$ cat config.mk
export PLATFORM = sky130hd
export DESIGN_NAME = instr_fetch_queue
export DESIGN_NICKNAME = d
export VERILOG_FILES = /design/src/rtl/instr_fetch_queue.sv
export SDC_FILE = /design/constraint.sdc
export NUM_CORES = 1
export LEC_CHECK = 0
export ABC_AREA = 1
export BUFFER_PORTS_ARGS = -buffer_cell sky130_fd_sc_hd__buf_2
export CAP_MARGIN = 10
export CORE_MARGIN = 2
export CORE_UTILIZATION = 30
export DETAILED_ROUTE_END_ITERATION = 10
export PLACE_DENSITY_LB_ADDON = 0.05
export SLEW_MARGIN = 20
export SYNTH_ARGS = -nofsm -noshare
export SYNTH_HDL_FRONTEND = slang
export SYNTH_SLANG_ARGS = --single-unit
$ cat constraint.sdc
create_clock -name Clock -period 4.5 [get_ports Clock]
set_clock_uncertainty 0.05 [all_clocks]
set_input_delay 0.45 -clock Clock [delete_from_list [all_inputs] [get_ports Clock]]
set_output_delay 0.45 -clock Clock [all_outputs]
set_load 0.1 [all_outputs]
$ cat src/rtl/instr_fetch_queue.sv
// Purpose : prefetches 16-bit instructions from a synchronous instruction memory into a FWFT queue for dispatch.
// Latency : read issued in cycle N returns in N+1 and is at the queue head (Valid) in N+2.
// Backpressure: reads are issued only while queued + in-flight entries leave room, so Pop alone throttles fetch.
//
// Ports:
//   Clock, Reset          rising-edge clock, asynchronous active-high reset
//   Pop                   dispatch consumes the head instruction (ignored when Valid=0)
//   Flush, Flush_pc       drop the queue and any in-flight read, restart fetch at Flush_pc
//   Mem_rd, Mem_addr      registered read request / address to instruction memory
//   Mem_data              read data, valid the cycle after Mem_rd
//   Instr_out, Instr_pc   head instruction and its address (zero when Valid=0)
//   Valid, Full, Done     queue non-empty / queue full / program fetched and drained
module instr_fetch_queue #(
  parameter int DEPTH    = 8,
  parameter int ADDR_W   = 8,
  parameter int PROG_LEN = 7
) (
  input  logic              Clock,
  input  logic              Reset,
  input  logic              Pop,
  input  logic              Flush,
  input  logic [ADDR_W-1:0] Flush_pc,
  output logic              Mem_rd,
  output logic [ADDR_W-1:0] Mem_addr,
  input  logic [15:0]       Mem_data,
  output logic [15:0]       Instr_out,
  output logic [ADDR_W-1:0] Instr_pc,
  output logic              Valid,
  output logic              Full,
  output logic              Done
);

  localparam int PTR_W = $clog2(DEPTH);
  localparam int CNT_W = PTR_W + 1;
  // fetched must be able to hold PROG_LEN == 2^ADDR_W
  localparam int FCH_W = ADDR_W + 1;

  localparam logic [1:0] S_IDLE  = 2'd0;
  localparam logic [1:0] S_FETCH = 2'd1;
  localparam logic [1:0] S_STOP  = 2'd2;

  localparam logic [FCH_W-1:0] PROG_LEN_C = FCH_W'(PROG_LEN);
  localparam logic [CNT_W-1:0] DEPTH_C    = CNT_W'(DEPTH);
  localparam logic [CNT_W:0]   CREDIT_C   = (CNT_W+1)'(DEPTH);

  logic [1:0]        state, state_nxt;
  logic [ADDR_W-1:0] pc, pc_nxt;
  logic [FCH_W-1:0]  fetched, fetched_nxt;
  logic [CNT_W-1:0]  count, count_nxt;
  logic [PTR_W-1:0]  wr_ptr, rd_ptr;
  logic              inflight, inflight_nxt;
  logic [ADDR_W-1:0] inflight_pc;
  logic              mem_rd_q, mem_rd_nxt;
  logic              do_write, do_pop;

  logic [15:0]       q_instr [DEPTH];
  logic [ADDR_W-1:0] q_pc    [DEPTH];

  // Flush wins over both the returning write and a Pop in the same cycle.
  assign do_write = inflight & ~Flush;
  assign do_pop   = Pop & Valid & ~Flush;

  always_comb begin
    count_nxt    = count;
    inflight_nxt = 1'b0;
    fetched_nxt  = fetched;
    pc_nxt       = pc;
    state_nxt    = state;
    mem_rd_nxt   = 1'b0;

    if (Flush) begin
      count_nxt    = '0;
      inflight_nxt = 1'b0;
      fetched_nxt  = '0;
      pc_nxt       = Flush_pc;
      state_nxt    = S_FETCH;
    end else begin
      count_nxt    = count + CNT_W'(do_write) - CNT_W'(do_pop);
      inflight_nxt = mem_rd_q;
      fetched_nxt  = fetched + FCH_W'(mem_rd_q);
      pc_nxt       = pc + ADDR_W'(mem_rd_q);
      case (state)
        S_IDLE:  state_nxt = S_FETCH;
        S_FETCH: state_nxt = (fetched_nxt == PROG_LEN_C) ? S_STOP : S_FETCH;
        default: state_nxt = S_STOP;
      endcase
    end

    // Decide next cycle's read from post-edge occupancy: queued entries plus
    // the read that will be in flight must leave room for one more.
    if (state_nxt == S_FETCH && fetched_nxt < PROG_LEN_C &&
        ({1'b0, count_nxt} + (CNT_W+1)'(inflight_nxt)) < CREDIT_C)
      mem_rd_nxt = 1'b1;
  end

  always_ff @(posedge Clock or posedge Reset) begin
    if (Reset) begin
      state       <= S_IDLE;
      pc          <= '0;
      fetched     <= '0;
      count       <= '0;
      wr_ptr      <= '0;
      rd_ptr      <= '0;
      inflight    <= 1'b0;
      inflight_pc <= '0;
      mem_rd_q    <= 1'b0;
    end else begin
      state       <= state_nxt;
      pc          <= pc_nxt;
      fetched     <= fetched_nxt;
      count       <= count_nxt;
      inflight    <= inflight_nxt;
      inflight_pc <= pc;
      mem_rd_q    <= mem_rd_nxt;
      if (Flush) begin
        wr_ptr <= '0;
        rd_ptr <= '0;
      end else begin
        if (do_write) wr_ptr <= wr_ptr + PTR_W'(1);
        if (do_pop)   rd_ptr <= rd_ptr + PTR_W'(1);
      end
    end
  end

  // Storage is not reset; Valid gates everything read out of it.
  always_ff @(posedge Clock) begin
    if (do_write) begin
      q_instr[wr_ptr] <= Mem_data;
      q_pc[wr_ptr]    <= inflight_pc;
    end
  end

  // pc is the address of the read presented this cycle, so it doubles as Mem_addr.
  assign Mem_rd    = mem_rd_q;
  assign Mem_addr  = pc;
  assign Valid     = (count != '0);
  assign Full      = (count == DEPTH_C);
  assign Done      = (state == S_STOP) && (count == '0) && !inflight;
  assign Instr_out = Valid ? q_instr[rd_ptr] : 16'h0000;
  assign Instr_pc  = Valid ? q_pc[rd_ptr] : '0;

endmodule

=== Word-level counts from Yosys, hierarchy flattened ===
Memory sizes are Yosys's and may differ from the RTL's.
Cells that the tools add are included.

* Register bits after elaboration: 39
* Bits in writable memories: 192
* Bits of input ports: 28
* Output and inout port bits: 36
* Logic and storage cells: 55
* Memories kept: 2

{| class="wikitable"
|+ Memories
! name !! depth !! bits a word !! rd ports !! clocked after memory_dff !! wr ports !! RTL line !! RTL
|-
| q_instr || 8 || 16 || 1 || 0 || 1 || 56 || <nowiki>logic [15:0] q_instr [DEPTH];</nowiki>
|-
| q_pc || 8 || 8 || 1 || 0 || 1 || 57 || <nowiki>logic [ADDR_W-1:0] q_pc [DEPTH];</nowiki>
|}

* Add/sub/neg operators: 7
* Magnitude comparators: 2
* Equality and inequality tests: 5
* Multiplexer cells: 16
* Bitwise logic cells: 4
* Reduce and logical (&&, ||, !) cells: 10

{| class="wikitable"
|+ Operators by type and width
! kind !! count
|-
| 16-bit two-way mux || 1
|-
| 8-bit two-way mux || 2
|-
| 3-bit two-way mux || 4
|-
| 9-bit by 1-bit adder with 9-bit output || 1
|-
| 9-bit by 3-bit == test with 1-bit output (second input constant) || 1
|-
| 9-bit by 3-bit < comparator with 1-bit output (second input constant) || 1
|-
| 9-bit two-way mux || 1
|-
| 8-bit by 1-bit adder with 8-bit output || 1
|-
| 3-bit by 1-bit adder with 3-bit output (second input constant) || 2
|-
| 4-bit by 1-bit adder with 5-bit output || 1
|-
| 5-bit by 4-bit < comparator with 1-bit output (second input constant) || 1
|-
| 4-bit by 1-bit adder with 4-bit output || 1
|-
| 2-bit by 1-bit == test with 1-bit output (second input constant) || 2
|-
| 4-bit == test (second input constant) || 1
|-
| 1-bit logical AND || 4
|-
| 4-bit logical NOT || 1
|-
| 1-bit two-way mux || 4
|-
| 2-bit two-way mux || 2
|-
| 4-bit two-way mux || 1
|-
| 2-bit one-hot mux with 2 select lines || 1
|-
| 2-bit nonzero test || 2
|-
| 4-bit nonzero test || 1
|-
| 4-bit by 1-bit subtractor with 4-bit output || 1
|-
| 1-bit bitwise AND || 3
|-
| other kinds (4) || 4
|}

=== Longest topological paths before layout ===
Gate-level depths: netlist (run 1).

* Depth after elaboration: 9
* Depth in mapped cells: 18
* Mapped depth without buffers: 18

=== Worst setup path after synthesis (run 1) ===
Ideal clock, no wire load.

* Path kind: reg2out
* From: reg count[2]
* To: out Done
* Data arrival time: 3958 ps
* Data required time: 4000 ps
* Slack: 42 ps
* Cell stages (with the launch flop): 6
* Path buffers: 1
* Cell sequence: dfrtp_1 > inv_1 > ha_1 > nand2_1 > buf_2 > nor4_1

* Cells in the longest elaborated chain, start to end: 3

{| class="wikitable"
|+ Ends and longest elaborated chain
! element !! RTL line !! RTL
|-
| from (decl) || 49 || <nowiki>logic [CNT_W-1:0] count, count_nxt;</nowiki>
|-
| from (signal assigned) || 111 || <nowiki>count <= count_nxt;</nowiki>
|-
| 4-bit logical NOT || 138 || <nowiki>assign Done = (state == S_STOP) && (count == '0) && !inflight;</nowiki>
|-
| 1-bit logical AND (2 in series) || 138 ||
|-
| to (decl) || 30 || <nowiki>output logic Done</nowiki>
|}

No other way between the ends.

=== Worst setup path after layout (run 1) ===
* From: reg rd_ptr[0]
* To: out Instr_pc[2]

* Cells in the longest elaborated chain, start to end: 2

{| class="wikitable"
|+ Ends and longest elaborated chain
! element !! RTL line !! RTL
|-
| from (decl) || 50 || <nowiki>logic [PTR_W-1:0] wr_ptr, rd_ptr;</nowiki>
|-
| from (signal assigned) || 120 || <nowiki>if (do_pop) rd_ptr <= rd_ptr + PTR_W'(1);</nowiki>
|-
| memory 8 x 8 bit || -- ||
|-
| 8-bit two-way mux || 140 || <nowiki>assign Instr_pc = Valid ? q_pc[rd_ptr] : '0;</nowiki>
|-
| to (decl) || 27 || <nowiki>output logic [ADDR_W-1:0] Instr_pc,</nowiki>
|}

No other way between the ends.

==> results of run 1 <==
critical path, cell delays in order (launching register included):
cell and delay [ps]:
dfrtp_2 680, inv_6 640, o21ai_0 180, o22ai_1 190
o21ai_1 80, a31oi_1 330, buf_2 500
sequential cells by signal (all words and copies together) (netlist names):
name / flops
Mem_rd: 1
q_instr: 128
state: 2
inflight: 1
inflight_pc: 8
rd_ptr: 3
count: 4
q_pc: 64
fetched: 9
Mem_addr: 8
wr_ptr: 3
path summary, 6_finish.rpt:
path                                            end  cells after the start  slack [ps]
setup reg to reg                   Mem_rd$_DFF_PP0_                     17        1450
hold reg to reg            inflight_pc[7]$_DFF_PP0_                      0         370
max in group asynchronous     rd_ptr[0]$_DFFE_PP0P_                      4        3480
hold / removal                Mem_addr[1]$_DFF_PP0_                      3          70
setup / recovery                        Instr_pc[2]                      6         850
min in group asynchronous     Mem_addr[6]$_DFF_PP0_                      4         530
routing by layer:
| layer | global-route usage (%) | wire, um |
|---|---|---|
| met1 | 19.0 | 10800 |
| met5 | 0 | 0 |
| met2 | 23.7 | 10600 |
| met3 | 2.82 | 1280 |
| met4 | 3.45 | 401 |
cell type report:
type                    instances  area, um2
well taps                     396        495
clock inverters                13        108
inverters                      43        166
flip-flops and latches        231       6740
multi-input cells             474       2300
clock buffers                  38        759
fillers                      3054      19700
repair buffers                 81        453
per-stage QoR:
| stage | cell area (um2) | cells | power (W) | worst slack (ps) |
|---|---|---|---|---|
| 2_1_floorplan | 9400 | 789 | 0.00492 | 41.8 |
| 3_3_place_gp | 10100 | 1224 | 0.00546 | 1400 |
| 3_5_place_dp | 10100 | 1224 | 0.00548 | 1330 |
| 4_1_cts | 11000 | 1276 | 0.00763 | 739 |
| 5_1_grt | 11000 | 1276 | 0.00791 | 505 |
| 6_report | 11000 | 1276 | 0.00752 | 851 |
cells in the mapped netlist (all sizes together):
library cell | n | share of area [%]
nor2 | 177 | 7.1
dfrtp | 39 | 10
o31ai | 1 | 0.080
nand3 | 13 | 0.75
nor3b | 1 | 0.080
o21ai | 132 | 7.0
edfxtp | 192 | 61
nor4 | 1 | 0.067
clkbuf | 20 | 0.81
nand3b | 2 | 0.16
nand4 | 2 | 0.13
xor2 | 2 | 0.19
fa | 1 | 0.21
inv | 43 | 1.8
o22ai | 24 | 1.6
a21oi | 8 | 0.47
and3 | 1 | 0.067
ha | 13 | 1.7
buf | 21 | 1.5
a31oi | 24 | 1.6
nand2 | 72 | 3.0
kinds of logic (layout without fill, tap and decap cells):
kind of cell	Yosys count	count (layout)	synth area share, %
xor gates and xnor gates	2	2	0.186
adders and majority gates	14	14	1.94
buffers and inverters	84	175	4.09
and+or+nand+nor	269	269	11.3
DFF	231	231	71.7
AOI/OAI and AO/OA	189	189	10.8
cell usage in the layout, fill, tap and decap left out:
cell type      Yosys  layout
edfxtp_1         192     192
nor2_1           175     167
o21ai_0          105     105
nand2_1           69      69
buf_2             11      63
dfrtp_1           39      38
inv_1             39      38
clkbuf_16          0      29
o21ai_1           27      27
o22ai_1           24      24
a31oi_1           24      24
buf_4              5      17
ha_1              13      13
nand3_1           12      12
nor2_2             2      10
clkbuf_1          19       9
a21oi_1            7       7
clkinv_1           0       7
clkinv_2           0       5
inv_2              3       3
nand2_2            3       3
nand3b_1           2       2
xor2_1             2       2
nand4_1            2       2
bufinv_16          0       2
nand3_2            1       1
and3_1             1       1
o31ai_1            1       1
inv_6              1       1
a21oi_2            1       1
nor3b_1            1       1
nor4_1             1       1
fa_1               1       1
dlygate4sd3_1      0       1
dfrtp_2            0       1
power by group through the flow:
| stage | Clock, W | Sequential, W | Combinational, W |
|---|---|---|---|
| 5_1_grt | 0.00226 | 0.00262 | 0.00303 |
| 4_1_cts | 0.00218 | 0.00260 | 0.00285 |
| 6_report | 0.00211 | 0.00259 | 0.00281 |
| 3_5_place_dp | 0 | 0.00264 | 0.00284 |
| 2_1_floorplan | 0 | 0.00270 | 0.00222 |
| 3_3_place_gp | 0 | 0.00264 | 0.00282 |
==> results.cfg, run 1 <==
[sta]
fin_setup_tns_ps = 0
report.final.slew_viol_count = 0
relSlewSlack_pct = 40.8
holdWs_ps = 65.9
final_hold_viol_count = 0
timing.final.crit_share_pct = 81.1
tightest_slew_ps = 887
fmax_ghz = 0.274
rsz0062_at_grt = false
period_needed_ps = 3650
setup_viol = 0

[yosys]
synthesis.area_um2 = 9400
yosys.cell_types.count = 32
syn_area_per_cell_um2 = 11.9
synth_cells = 789
ys_seq_elements = 231
synth_nets = 831
synth_warnings = 0
yosysSeqAreaShare_pct = 71.7

[global_route]
grtUsageTotal_pct = 14.2
grt.overflow.total = 0
grt_max_degree = 99
grt_pass1_wl_mm = 35.9
grt_pass1_vias = 6254
antenna_found_initial = 0

[power_and_ir_drop]
pwr-share-seq_pct = 34.5
p_comb_share_pct = 37.5
p_sw_share_pct = 43.3
peakVddDrop_uv = 382
pwr-share-clk_pct = 28.0
p_per_area_nw_per_um2 = 682
p_leak_nw = 4.12
internal_power_w = 0.00426
p_switching_w = 0.00326

[placed_design]
finalWeightedCongestion = 0.738
portBuffers = 63
place_hpwl_mm = 13.0

[die]
core_um2 = 30700
initial_utilization_pct = 30.6
die-area_um2 = 32800
fp.dieH_um = 181
die_x_um = 181
io_pins = 64
row_count = 64

[min_path]
hold_class = input port to register
hold_start = Flush_pc[1]

[detailed_routing]
drtIter0Drc = 396
vias = 6109
wirelength_mm = 23.1
route.detailed.drc = 0
wire_per_inst_um = 18.1
ant_nets = 0
viasPerCell = 4.79
dr.pass1.iters = 4

[status]
status = finished, final reports clean

[clock_tree]
post_cts_buffers = 0
clockBufferDepth = 3
numCtsBuffers = 28
path_clk_slew_ps = 60
clkLatencyLatePin_ps = 530
cts_tree = yes
cts.sinks = 231
cts_resized = 0
cts_root_buf = clkbuf_16
ctsHoldBuffers = 1
cts-htree-levels = 1

[setup_path]
cp.arrival_ps = 3150
crit_path_max_fanout = 98
cp-startpoint = rd_ptr[0]$_DFFE_PP0P_
worst_ep_required_time_ps = 4000
worstSetupPathType = register to output port
end_kind = output port
worstSetupStartpointType = register
worstReg2RegStart = count[2]$_DFF_PP0_

[finish]
syn2layout_area_growth_pct = 17.2
layout-drive-gt1-share_pct = 15.5
final_util_pct = 35.8
antenna_cells = 0
finalNetCount = 901

[run]
max_cap_viol_count = 0
Note: power is estimated with default switching activity, not from simulation.
==> run 2, diff against run 1 <==
--- a/config.mk
+++ b/config.mk
@@ -5,7 +5,7 @@
 export SDC_FILE = /design/constraint.sdc
 export NUM_CORES = 1
 export LEC_CHECK = 0
-export ABC_AREA = 1
+export ABC_AREA = 0
 export BUFFER_PORTS_ARGS = -buffer_cell sky130_fd_sc_hd__buf_2
 export CAP_MARGIN = 10
 export CORE_MARGIN = 2
==> constraint.sdc (replaced) <==
create_clock -name Clock -period 3.7 [get_ports Clock]
set_clock_uncertainty 0.05 [all_clocks]
set_input_delay 0.37 -clock Clock [delete_from_list [all_inputs] [get_ports Clock]]
set_output_delay 0.37 -clock Clock [all_outputs]
set_load 0.1 [all_outputs]
==> run 2 against run 1 <==
Against the previous run: total power increased by 19%; sequential power increased by 24%; area after synthesis fell by 2.3%; cell area fell by 0.23%; via count is 25% lower; critical path type unchanged.
==> results.cfg, run 2 <==
[detailed_routing]
dr.pass1.iters = 6
wire_per_inst_um = 20.0
drtIter0Drc = 265
wirelength_mm = 19.9
viasPerCell = 4.62
vias = 4585
route.detailed.drc = 0
ant_nets = 0

[finish]
final_cell_mix = 192 x edfxtp_1, 63 x buf_2, 48 x mux4_2, 45 x nor2_1, 36 x dfrtp_1
finalNonFillerCells = 992
largest_reg_flops = 128
reg_top3 = q_instr x128, q_pc x64, fetched x9
syn2layout_area_growth_pct = 19.7
layout-drive-gt1-share_pct = 31.4
antenna_cells = 0
final_common_cell = edfxtp_1
regMostFlops = q_instr
finalNetCount = 619
seq_area_um2 = 6750
fillCellCount = 2859
multi_input_area_um2 = 2320

[sta]
tightest_slew_ps = 934
report.final.slew_viol_count = 0
setup_viol = 0
fin_setup_tns_ps = 0
relSlewSlack_pct = 37.7
fmax_ghz = 0.339
period_needed_ps = 2950
final_hold_viol_count = 0
timing.final.crit_share_pct = 79.7
rsz0062_at_grt = false

[yosys]
yosysSeqAreaShare_pct = 73.4
synth_area_leaders = edfxtp_1 63%, mux4_2 12%, dfrtp_1 11%
synth_top_area_share_pct = 62.8
synth-edff-count = 192
synth_commonest_cells = 192 x edfxtp_1, 51 x nor2_1, 48 x mux4_2
syn_area_per_cell_um2 = 18.9
synthFlopType = edfxtp_1
synthesis.area_um2 = 9190
yosys.cell_types.count = 38
ys_seq_elements = 231
async_flop_share_pct = 16.9
synth_largest_area_cell = edfxtp_1
yosysMostFrequentCell = edfxtp_1
synth_cells = 485
synth_nets = 527
synth_warnings = 0

[setup_path]
crit_slowest_cell = mux4_2
worstSetupPathType = register to output port
path_cells = buf_4, mux4_2, mux2i_1, nor2_1, buf_2
r2r_slack_ps = 830
worst_ep_required_time_ps = 3280
worst-path-buf-inv = 2
worstSetupStartpointType = register
cpPeakStageDelay_ps = 570
cp.depth = 5
cp.arrival_ps = 2530
crit_family = buffers and inverters
reg2reg_depth = 14
end_kind = output port
crit_path_max_fanout = 20

[power_and_ir_drop]
pwr-share-clk_pct = 29.0
internal_power_w = 0.00544
p_comb_share_pct = 35.0
p_per_area_nw_per_um2 = 811
p_switching_w = 0.00348
peakVddDrop_uv = 352
pwr-share-seq_pct = 36.0
p_sw_share_pct = 39.0
p_leak_nw = 3.78

[global_route]
grt_pass1_wl_mm = 30.6
grt_max_degree = 31
grtUsageTotal_pct = 13.0
grt_pass1_vias = 5017
antenna_found_initial = 0
grt.overflow.total = 0

[placed_design]
portBuffers = 63
place_hpwl_mm = 11.8
finalWeightedCongestion = 0.713
dpl.cell_count = 943

[die]
initial_utilization_pct = 30.3
die_x_um = 179
io_pins = 64
fp.dieH_um = 179
core_um2 = 30300
row_count = 64
die-area_um2 = 32000

[status]
status = finished, final reports clean

[clock_tree]
cts-htree-levels = 1
cts.sinks = 231
path_clk_slew_ps = 60
clockBufferDepth = 3
numCtsBuffers = 26
clkLatencyLatePin_ps = 520
cts_root_buf = clkbuf_16
cts_resized = 0
cts_tree = yes

[min_path]
hold_class = input port to register
whs_path_depth = 3

[run]
max_cap_viol_count = 0
run 2: changes by cell type in the layout (fill, tap and decap cells not counted), sizes merged, moves of 7 or more:
cell	delta
mux2i	+25
nand2	-57
nor2b	+7
xor2	+11
a31oi	-24
xnor2	+8
o22ai	-24
o21ai	-125
mux4	+48
nor2	-126
inv	-35
run 2: cell families after synthesis:
kind of cell               after synthesis  synth area share (%)
DFF                                    231                  73.4
xor gates and xnor gates                21                  2.00
AOI/OAI and AO/OA                       17                  1.27
adders and majority gates               14                  1.99
muxes                                   75                  14.7
buffers and inverters                   28                  1.73
and+or+nand+nor                         99                  4.88
run 2: timing repair:
item | 4_1_cts | 5_1_grt
endpoints found under the hold margin | 23 | 0
hold buffers | 2 | 0
setup buffers | 0 | 0
run 2: area by class of cell:
cell class | count | share of cell area (%)
Sequential cell | 231 | 61.4
Multi-Input combinational cell | 226 | 21.1
Clock buffer | 37 | 6.85
Timing Repair Buffer | 85 | 4.87
Tap cell | 396 | 4.51
Clock inverter | 10 | 1.12
Inverter | 7 | 0.239
run 2: final timing paths:
| kind | start | endpoint |
|---|---|---|
| min reg2reg | Mem_addr[0]$_DFF_PP0_ | inflight_pc[0]$_DFF_PP0_ |
| max in group asynchronous | Reset | inflight_pc[6]$_DFF_PP0_ |
| max reg2reg | count[2]$_DFF_PP0_ | Mem_rd$_DFF_PP0_ |
| min in group asynchronous | Reset | fetched[1]$_DFF_PP0_ |
| min | Flush_pc[5] | Mem_addr[5]$_DFF_PP0_ |
| max | rd_ptr[0]$_DFFE_PP0P_ | Instr_pc[7] |
run 2: worst reg2reg max path: stages (launching register included):
cell	delay, ps
dfrtp_1	350
inv_1	100
ha_1	170
and2_1	150
inv_1	100
nand2_1	130
nor2_1	60
ha_1	270
inv_1	40
ha_1	200
fa_1	490
nor2b_1	160
nor2b_1	160
a311oi_1	100
a41o_1	250
run 2: routing by layer:
metal,track usage (%),vias up,part of all wire [%]
li1,-,2074,-
met1,17.6,2391,46
met2,21.9,95,48
met3,2.52,25,4.8
met4,2.78,0,1.5
met5,0,-,0
run 2: power groups by stage:
stage | combinational (W) | sequential (W) | clock (W)
final | 0.00312 | 0.00321 | 0.00258
after global placement | 0.00316 | 0.00326 | 0
after floorplan | 0.00245 | 0.00338 | 0
after CTS | 0.00319 | 0.00322 | 0.00268
after global routing | 0.00333 | 0.00324 | 0.00278
after detailed placement | 0.00318 | 0.00327 | 0
run 2: per-stage QoR:
stage / worst slack, ps / total power (W) / hold WS (ps) / utilization, % / area (um2)
floorplan: 123 / 0.00583 / 393 / - / 9190
global placement: 880 / 0.00642 / 348 / 33.3 / 10100
detailed placement: 815 / 0.00645 / 357 / 33.3 / 10100
CTS: 661 / 0.00908 / 0.221 / 36.2 / 11000
global route: 559 / 0.00935 / 27.1 / 36.2 / 11000
finish: 753 / 0.00892 / 28.9 / 36.2 / 11000
